File: src/rtl/sand_sweep_if.sv
// rtl/sand_sweep_if.sv - playfield RAM and sand core signal bundle for the sweep engine
//   master (sweeper): mem_req, mem_addr, mem_we, mem_wdata, upd_region, upd_floor,
//                     upd_screenbegin, upd_screenend out; mem_gnt, mem_rdata,
//                     upd_new_region, upd_new_floor in
//   slave  (RAM arbiter + sand core): the mirror image
interface sand_sweep_if #(
  parameter int ADDR_W = 15
);
  logic              mem_req;
  logic              mem_gnt;
  logic [ADDR_W-1:0] mem_addr;
  logic              mem_we;
  logic [31:0]       mem_wdata;
  logic [31:0]       mem_rdata;
  logic [31:0]       upd_region;
  logic [31:0]       upd_floor;
  logic              upd_screenbegin;
  logic              upd_screenend;
  logic [31:0]       upd_new_region;
  logic [31:0]       upd_new_floor;

  modport master (
    output mem_req, mem_addr, mem_we, mem_wdata,
    output upd_region, upd_floor, upd_screenbegin, upd_screenend,
    input  mem_gnt, mem_rdata, upd_new_region, upd_new_floor
  );

  modport slave (
    input  mem_req, mem_addr, mem_we, mem_wdata,
    input  upd_region, upd_floor, upd_screenbegin, upd_screenend,
    output mem_gnt, mem_rdata, upd_new_region, upd_new_floor
  );
endinterface

File: src/rtl/sand_sweep.sv
// rtl/sand_sweep.sv - frame-rate scan engine feeding the sand_update core
//   clk, reset_n : clock, asynchronous active-low reset
//   start        : frame strobe, honoured only while idle
//   busy, done   : sweep in progress / one-cycle completion pulse
//   bus          : RAM req/gnt port plus region/floor words to and from the core
module sand_sweep #(
  parameter int WORDS_PER_ROW = 40,
  parameter int ROWS          = 480,
  parameter int ADDR_W        = 15
) (
  input  logic         clk,
  input  logic         reset_n,
  input  logic         start,
  output logic         busy,
  output logic         done,
  sand_sweep_if.master bus
);
  localparam int W_W   = (WORDS_PER_ROW > 1) ? $clog2(WORDS_PER_ROW) : 1;
  localparam int ROW_W = (ROWS > 1) ? $clog2(ROWS) : 1;
  localparam logic [W_W-1:0]    W_LAST     = W_W'(WORDS_PER_ROW - 1);
  localparam logic [ROW_W-1:0]  ROW_LAST   = ROW_W'(ROWS - 2);
  localparam logic [ADDR_W-1:0] ROW_STRIDE = ADDR_W'(WORDS_PER_ROW);

  typedef enum logic [2:0] {
    S_IDLE, S_RD_R, S_RD_F, S_CAP_F, S_WR_R, S_WR_F
  } state_t;

  state_t             r_state;
  state_t             w_next;
  logic [W_W-1:0]     r_w;
  logic [ROW_W-1:0]   r_row;
  logic [ADDR_W-1:0]  r_base;
  logic [31:0]        r_region;
  logic [31:0]        r_floor;
  logic [31:0]        r_fbuf;
  logic               r_busy;
  logic               r_done;
  logic               r_reg_pend;
  logic [ADDR_W-1:0]  w_addr_r;
  logic [ADDR_W-1:0]  w_addr_f;
  logic               w_last_word;
  logic               w_last_row;

  // base walks in steps of one row, so no multiplier is needed
  assign w_addr_r    = r_base + ADDR_W'(r_w);
  assign w_addr_f    = w_addr_r + ROW_STRIDE;
  assign w_last_word = (r_w == W_LAST);
  // the row counter stops at ROWS-2: the bottom row is only ever a floor
  assign w_last_row  = (r_row == ROW_LAST);

  assign busy                = r_busy;
  assign done                = r_done;
  assign bus.upd_region      = r_region;
  assign bus.upd_floor       = r_floor;
  assign bus.upd_screenbegin = (r_w == '0);
  assign bus.upd_screenend   = w_last_word;

  always_comb begin
    w_next        = r_state;
    bus.mem_req   = 1'b0;
    bus.mem_we    = 1'b0;
    bus.mem_addr  = '0;
    bus.mem_wdata = '0;
    case (r_state)
      S_IDLE: begin
        if (start) w_next = S_RD_R;
      end
      S_RD_R: begin
        bus.mem_req  = 1'b1;
        bus.mem_addr = w_addr_r;
        if (bus.mem_gnt) w_next = S_RD_F;
      end
      S_RD_F: begin
        bus.mem_req  = 1'b1;
        bus.mem_addr = w_addr_f;
        if (bus.mem_gnt) w_next = S_CAP_F;
      end
      S_CAP_F: begin
        w_next = S_WR_R;
      end
      S_WR_R: begin
        bus.mem_req   = 1'b1;
        bus.mem_we    = 1'b1;
        bus.mem_addr  = w_addr_r;
        bus.mem_wdata = bus.upd_new_region;
        if (bus.mem_gnt) w_next = S_WR_F;
      end
      S_WR_F: begin
        bus.mem_req   = 1'b1;
        bus.mem_we    = 1'b1;
        bus.mem_addr  = w_addr_f;
        bus.mem_wdata = r_fbuf;
        if (bus.mem_gnt) w_next = (w_last_word && w_last_row) ? S_IDLE : S_RD_R;
      end
      default: w_next = S_IDLE;
    endcase
  end

  always_ff @(posedge clk or negedge reset_n) begin
    if (!reset_n) begin
      r_state    <= S_IDLE;
      r_w        <= '0;
      r_row      <= '0;
      r_base     <= '0;
      r_region   <= '0;
      r_floor    <= '0;
      r_fbuf     <= '0;
      r_busy     <= 1'b0;
      r_done     <= 1'b0;
      r_reg_pend <= 1'b0;
    end else begin
      r_state <= w_next;
      r_done  <= 1'b0;
      case (r_state)
        S_IDLE: begin
          if (start) begin
            r_busy <= 1'b1;
            r_w    <= '0;
            r_row  <= '0;
            r_base <= '0;
          end
        end
        S_RD_R: begin
          if (bus.mem_gnt) r_reg_pend <= 1'b1;
        end
        S_RD_F: begin
          // read data is only valid on the first RD_F cycle; a stall must not resample it
          if (r_reg_pend) begin
            r_region   <= bus.mem_rdata;
            r_reg_pend <= 1'b0;
          end
        end
        S_CAP_F: begin
          r_floor <= bus.mem_rdata;
        end
        S_WR_R: begin
          // the region write changes nothing the core sees, but buffering keeps WR_F independent of it
          if (bus.mem_gnt) r_fbuf <= bus.upd_new_floor;
        end
        S_WR_F: begin
          if (bus.mem_gnt) begin
            if (!w_last_word) begin
              r_w <= r_w + 1'b1;
            end else if (!w_last_row) begin
              r_w    <= '0;
              r_row  <= r_row + 1'b1;
              r_base <= r_base + ROW_STRIDE;
            end else begin
              r_busy <= 1'b0;
              r_done <= 1'b1;
            end
          end
        end
        default: ;
      endcase
    end
  end
endmodule

File: src/flat_wrapper.sv
// flat-port wrapper written by rule: the top's interface ports become plain ports
module sand_sweep_flat 
#(
  parameter int WORDS_PER_ROW = 40,
  parameter int ROWS          = 480,
  parameter int ADDR_W        = 15
)
  (clk, reset_n, start, busy, done, bus_mem_req, bus_mem_addr, bus_mem_we, bus_mem_wdata, bus_upd_region, bus_upd_floor, bus_upd_screenbegin, bus_upd_screenend, bus_mem_gnt, bus_mem_rdata, bus_upd_new_region, bus_upd_new_floor);
  sand_sweep_if #(.ADDR_W(ADDR_W)) bus_i ();
  input  logic clk;
  input  logic reset_n;
  input  logic start;
  output logic busy;
  output logic done;
  output wire logic [$bits(bus_i.mem_req)-1:0] bus_mem_req;
  output wire logic [$bits(bus_i.mem_addr)-1:0] bus_mem_addr;
  output wire logic [$bits(bus_i.mem_we)-1:0] bus_mem_we;
  output wire logic [$bits(bus_i.mem_wdata)-1:0] bus_mem_wdata;
  output wire logic [$bits(bus_i.upd_region)-1:0] bus_upd_region;
  output wire logic [$bits(bus_i.upd_floor)-1:0] bus_upd_floor;
  output wire logic [$bits(bus_i.upd_screenbegin)-1:0] bus_upd_screenbegin;
  output wire logic [$bits(bus_i.upd_screenend)-1:0] bus_upd_screenend;
  input wire logic [$bits(bus_i.mem_gnt)-1:0] bus_mem_gnt;
  input wire logic [$bits(bus_i.mem_rdata)-1:0] bus_mem_rdata;
  input wire logic [$bits(bus_i.upd_new_region)-1:0] bus_upd_new_region;
  input wire logic [$bits(bus_i.upd_new_floor)-1:0] bus_upd_new_floor;
  assign bus_mem_req = bus_i.mem_req;
  assign bus_mem_addr = bus_i.mem_addr;
  assign bus_mem_we = bus_i.mem_we;
  assign bus_mem_wdata = bus_i.mem_wdata;
  assign bus_upd_region = bus_i.upd_region;
  assign bus_upd_floor = bus_i.upd_floor;
  assign bus_upd_screenbegin = bus_i.upd_screenbegin;
  assign bus_upd_screenend = bus_i.upd_screenend;
  assign bus_i.mem_gnt = bus_mem_gnt;
  assign bus_i.mem_rdata = bus_mem_rdata;
  assign bus_i.upd_new_region = bus_upd_new_region;
  assign bus_i.upd_new_floor = bus_upd_new_floor;
  sand_sweep #(.WORDS_PER_ROW(WORDS_PER_ROW), .ROWS(ROWS), .ADDR_W(ADDR_W)) u_core (.clk(clk), .reset_n(reset_n), .start(start), .busy(busy), .done(done), .bus(bus_i));
endmodule
File: config.mk
export PLATFORM = sky130hd
export DESIGN_NAME = sand_sweep_flat
export DESIGN_NICKNAME = d
export VERILOG_FILES = /design/src/rtl/sand_sweep_if.sv /design/src/rtl/sand_sweep.sv /design/src/flat_wrapper.sv
export SDC_FILE = /design/constraint.sdc
export NUM_CORES = 1
export LEC_CHECK = 0
export CORE_MARGIN = 4
export CORE_UTILIZATION = 42
export DETAILED_ROUTE_END_ITERATION = 10
export PLACE_DENSITY = 0.74
export SKIP_LAST_GASP = 1
export SYNTH_ARGS = -nofsm -noshare
export SYNTH_HDL_FRONTEND = slang
export SYNTH_SLANG_ARGS = --single-unit
File: constraint.sdc
create_clock -name clk -period 3.39 [get_ports clk]
set_clock_uncertainty 0.05 [all_clocks]
set_input_delay 0.678 -clock clk [delete_from_list [all_inputs] [get_ports clk]]
set_output_delay 0.678 -clock clk [all_outputs]
set_load 0.01 [all_outputs]
After elaboration in Yosys (flattened, before gate mapping) --
Index checks and enable logic that the tools add are counted.
Operators by class: add/sub/neg operators 5, equal/unequal tests 16, mux-type cells 37, reductions and logical operators 16
Operator list (count):
- 32-bit one-hot mux with 2 select lines | 1
- 15-bit two-way mux | 4
- 15-bit one-hot mux with 2 select lines | 2
- 9-bit two-way mux | 4
- 15-bit by 6-bit adder with 15-bit output (second input constant) | 2
- 6-bit two-way mux | 4
- 3-bit one-hot mux with 6 select lines | 1
- 9-bit one-hot mux with 2 select lines | 1
- 15-bit by 6-bit adder with 15-bit output | 1
- 3-bit two-way mux | 5
- 5-bit AND reduction | 3
- 1-bit two-way mux | 12
- 2-bit != test (second input constant) | 6
- 6-bit one-hot mux with 2 select lines | 1
- 9-bit by 1-bit adder with 9-bit output (second input constant) | 1
- 9-bit == test (second input constant) | 1
- 6-bit by 1-bit adder with 6-bit output (second input constant) | 1
- 3-bit by 2-bit == test with 1-bit output (second input constant) | 2
- 3-bit == test (second input constant) | 2
- 6-bit == test (second input constant) | 1
- 6-bit logical NOT | 1
- 2-bit AND reduction | 3
- 2-bit OR reduction | 3
- 2-bit by 1-bit != test with 1-bit output (second input constant) | 2
- 8 further kinds | 10
Word-level totals: bits in registers 132, bits of input ports 100, output and inout port bits 117, word-level logic and storage cells 84

Logic depth before layout (Yosys ltp) --
depth after elaboration 5, depth in mapped cells 10, gate-level depth less buffers 9

Worst setup path after synthesis --
OpenSTA, ideal clock, no wires.
path type register to output, start register u_core.r_base[5], end output port bus_mem_addr[9], arrival 2387 ps, required time 2662 ps, path slack 275 ps, cell stages (with the launch flop) 10, path buffers 1, cells stage by stage dfrtp_1 -> ha_1 -> a21oi_4 -> nand2_2 -> o21ai_1 -> nor2b_2 -> clkbuf_8 -> or4b_1 -> xnor2_1 -> o211ai_1
Between the ends: longest elaborated chain between the ends 3
RTL lines:
- start: declaration | line sand_sweep.sv:32 | logic [ADDR_W-1:0] r_base;
- start signal: assignment | line sand_sweep.sv:147 | r_base <= r_base + ROW_STRIDE;
- 15-bit by 6-bit adder with 15-bit output (*) | line sand_sweep.sv:45 | assign w_addr_r = r_base + ADDR_W'(r_w);
- 15-bit by 6-bit adder with 15-bit output | line sand_sweep.sv:46 | assign w_addr_f = w_addr_r + ROW_STRIDE;
- 15-bit one-hot mux with 2 select lines (*) | line sand_sweep.sv:64 | case (r_state)
- end: declaration | line flat_wrapper.sv:16 | output wire logic [$bits(bus_i.mem_addr)-1:0] bus_mem_addr;
Mark *: on every way between the ends. The rest lies on a longest branch, timed or not.

Worst setup path in the final report --
start register u_core.r_w[5], end output port bus_mem_addr[14]
Between the ends: longest elaborated chain between the ends 3
RTL lines:
- start: declaration | line sand_sweep.sv:30 | logic [W_W-1:0] r_w;
- start signal: assignment | line sand_sweep.sv:143 | r_w <= r_w + 1'b1;
- 15-bit by 6-bit adder with 15-bit output (*) | line sand_sweep.sv:45
- 15-bit by 6-bit adder with 15-bit output | line sand_sweep.sv:46
- 15-bit one-hot mux with 2 select lines (*) | line sand_sweep.sv:64
Marked as above.

==> results.yml <==
status:
  status: "finished with violations"
  violations: "setup timing"
floorplanning:
  boundaryPins: 217
  start_util_pct: 43.41
  core_area_um2: 15430
  die_y_um: 134.3
  die_x_um: 134.3
  rows: 45
  die_area_um2: 18030
power_and_ir_drop:
  p_switching_mw: 2.799
  power.leakage_nw: 4.318
  swShare_pct: 34.07
  power_mw: 8.216
  pwr-share-seq_pct: 31.8
  vdd_drop_max_mv: 0.6255
  p_clk_share_pct: 22.2
  powerDensity_nw_per_um2: 809.5
  p_int_mw: 5.416
  comb_power_share_pct: 46.0
job:
  maxCapViolations: 0
synth:
  ys_ff_latch: 129
  yosysWarnings: 0
  syn_area_per_cell_um2: 11.18
  synth.yosys.seq_area_share_pct: 48.21
  yosysUniqueCellTypes: 65
  synth.net_count: 709
  synth-main-ff-cell: "dfrtp_1"
  syn-cell-area_um2: 6696
  syn_inst: 599
  synth_edf_count: 0
  ys_async_sr_fraction_pct: 100.0
finish:
  final_cell_mix: "205 x clkdlybuf4s50_1, 128 x dfrtp_1, 93 x mux2_2, 62 x nor2_1, 52 x buf_4"
  drive_gt1_share_pct: 26.30
  area_growth_pct: 51.57
  layout_commonest_cell: "clkdlybuf4s50_1"
  antenna_cells: 0
  nets: 964
timing:
  period_share_pct: 101.8
  relSlewSlack_pct: 51.87
  finalSetupViolCount: 5
  tightest_slew_ns: 0.7219
  finalWorstSetupSlack_ns: -0.05936
  rsz0062_at_grt: "yes"
  drv_slew: 0
  hold_viol_final: 0
  period_minus_slack_ns: 3.449
  max_freq_mhz: 289.9
detailed_routing:
  drc: 0
  wl_per_cell_um: 17.23
  routed_wl_mm: 18.57
  vias: 5508
  first_iter_violations: 267
  final_antenna_net_count: 0
  drtPass1Iterations: 4
  via_per_inst: 5.109
clocking:
  clk_latency_ns: 0.42
  clk_pin_slew_ns: 0.06
  cts_tree: "yes"
  htreeDepth: 4
  cts_sinks: 129
  postCtsHoldBufs: 0
  cts-root-buf: "clkbuf_16"
  cts_buffer_depth: 2
  cts_buffers: 17
placement:
  dp_hpwl_mm: 13.53
  dp_slack_ns: -0.2188
  gp_routability_congestion: 0.8602
  portBuffers: 216
worst_setup_path:
  worstSetupStartpointType: "register"
  cp-end-kind: "primary output"
  required_ns: 2.66
  critPathSlowestCell: "dfrtp_1"
  cp.arrival_ns: 2.72
  cp_cell_sequence: "ha_4 -> a21oi_4 -> nand2_4 -> o2111ai_2 -> nor3b_4 -> buf_6 -> nand4bb_4 -> nor4_2 -> a211o_1 -> buf_2"
  max_stage_delay_ns: 0.41
  path_max_fanout: 8
  ff2ff_path_depth: 9
  worstSetupPathType: "reg2out"
min_path:
  hold_path.class: "in2async"
global_route:
  grtUsageTotal_pct: 20.69
  grt.overflow.total: 0
  grt_pass1_vias: 5959
  grt_max_degree: 63
  antenna_found_initial: 0
  grt_pass1_wl_mm: 29.97
[power by group through the flow]
stage | sequential, mW | clock, mW | combinational, mW
CTS | 2.61 | 1.87 | 3.81
finish | 2.61 | 1.83 | 3.78
detailed placement | 2.61 | 0 | 3.77
floorplan | 2.67 | 0 | 1.87
global placement | 2.58 | 0 | 3.69
global route | 2.69 | 1.94 | 4.07
[worst max-delay path, delay by kind of cell (launching register included)]
family | cells | cell delay (ns)
compound gates | 3 | 0.54
fa+ha+maj | 1 | 0.28
buf+inv | 2 | 0.27
flops | 1 | 0.41
simple gates | 4 | 0.79
[per-stage QoR]
stage               hold slack (ns)  utilization (%)  TNS [ns]  cell area (µm²)  instances
finish                       0.2409            65.79   -0.2271            10150       1078
CTS                          0.2685            65.28   -0.2364            10070       1076
detailed placement           0.4334            60.25   -0.6907             9295       1038
floorplan                    0.3324                -         0             6696        599
global placement             0.4138            60.25   -0.3243             9295       1038
global route                 0.2862            65.79    -1.448            10150       1078
[cells by family (layout without fill, tap and decap cells)]
kind of cell | Yosys count | in the layout | share of synthesized area (%)
other cells | 1 | 1 | 0.05600
flops | 129 | 129 | 48.21
simple gates | 173 | 173 | 13.02
mux | 128 | 128 | 20.93
xor+xnor | 39 | 39 | 5.101
fa+ha+maj | 10 | 10 | 1.868
buf+inv | 47 | 315 | 3.662
compound gates | 72 | 72 | 7.156
[flip-flops by register name (all words and copies together), names as in the netlist]
register               flops
u_core.r_row               9
u_core.bus.upd_region     32
u_core.r_base             12
u_core.bus.upd_floor      32
u_core.busy                1
u_core.r_state             3
u_core.r_reg_pend          1
u_core.done                1
u_core.r_w                 6
u_core.r_fbuf             32
[path summary, 6_finish.rpt]
kind,from,endpoint,slack (ns)
worst max-delay path,u_core.r_w[5],bus_mem_addr[14],-0.06
worst min-delay path,reset_n,u_core.bus.upd_floor[24],0.24
worst max register to register,u_core.r_state[0],u_core.r_base[13],0.79
worst min register to register,u_core.bus.upd_region[31],u_core.bus.upd_region[31],0.44
max in group asynchronous,reset_n,u_core.r_fbuf[11],2.26
min in group clk,u_core.bus.upd_region[31],u_core.bus.upd_region[31],0.44
[cell usage after synthesis (5+ instances only)]
cell	count	area (µm²)
xor2_1	16	140.1
nor4_1	5	31.28
buf_2	8	40.04
xnor2_1	23	201.4
nand2_1	38	142.6
or3_1	5	31.28
mux2_2	93	1047
nand3_1	8	40.04
nor3_1	10	50.05
clkbuf_1	14	52.55
inv_1	10	37.54
o21ai_0	19	95.09
nand4_1	11	68.82
nor3b_1	5	37.54
a21oi_1	13	65.06
dfrtp_1	129	3228
ha_1	10	125.1
mux2i_1	32	320.3
buf_1	7	26.28
o22ai_1	5	31.28
nor2_1	62	232.7
[metal layers]
| layer | share of wire [%] | global-route usage, % | up-vias |
|---|---|---|---|
| li1 | - | - | 2627 |
| met1 | 39 | 23.16 | 2689 |
| met2 | 53 | 37.01 | 156 |
| met3 | 5.8 | 6.639 | 36 |
| met4 | 2.6 | 7.240 | 0 |
| met5 | 0 | 0 | - |
[repair_timing]
item,4_1_cts,5_1_grt
gates resized for setup,61,12
setup endpoints to repair,12,14
pin swaps,18,3
buffers inserted,7,2
[area by class of cell]
| type | count | area [µm²] |
|---|---|---|
| tap | 211 | 264.0 |
| multi-input combinational | 423 | 3443 |
| clock inverter | 14 | 152.6 |
| clock buffer | 18 | 439.2 |
| sequential | 129 | 3229 |
| timing repair buffer | 272 | 2580 |
| fill | 1187 | 5278 |
| inverter | 11 | 41.29 |
(Power assumes the default switching activity.)
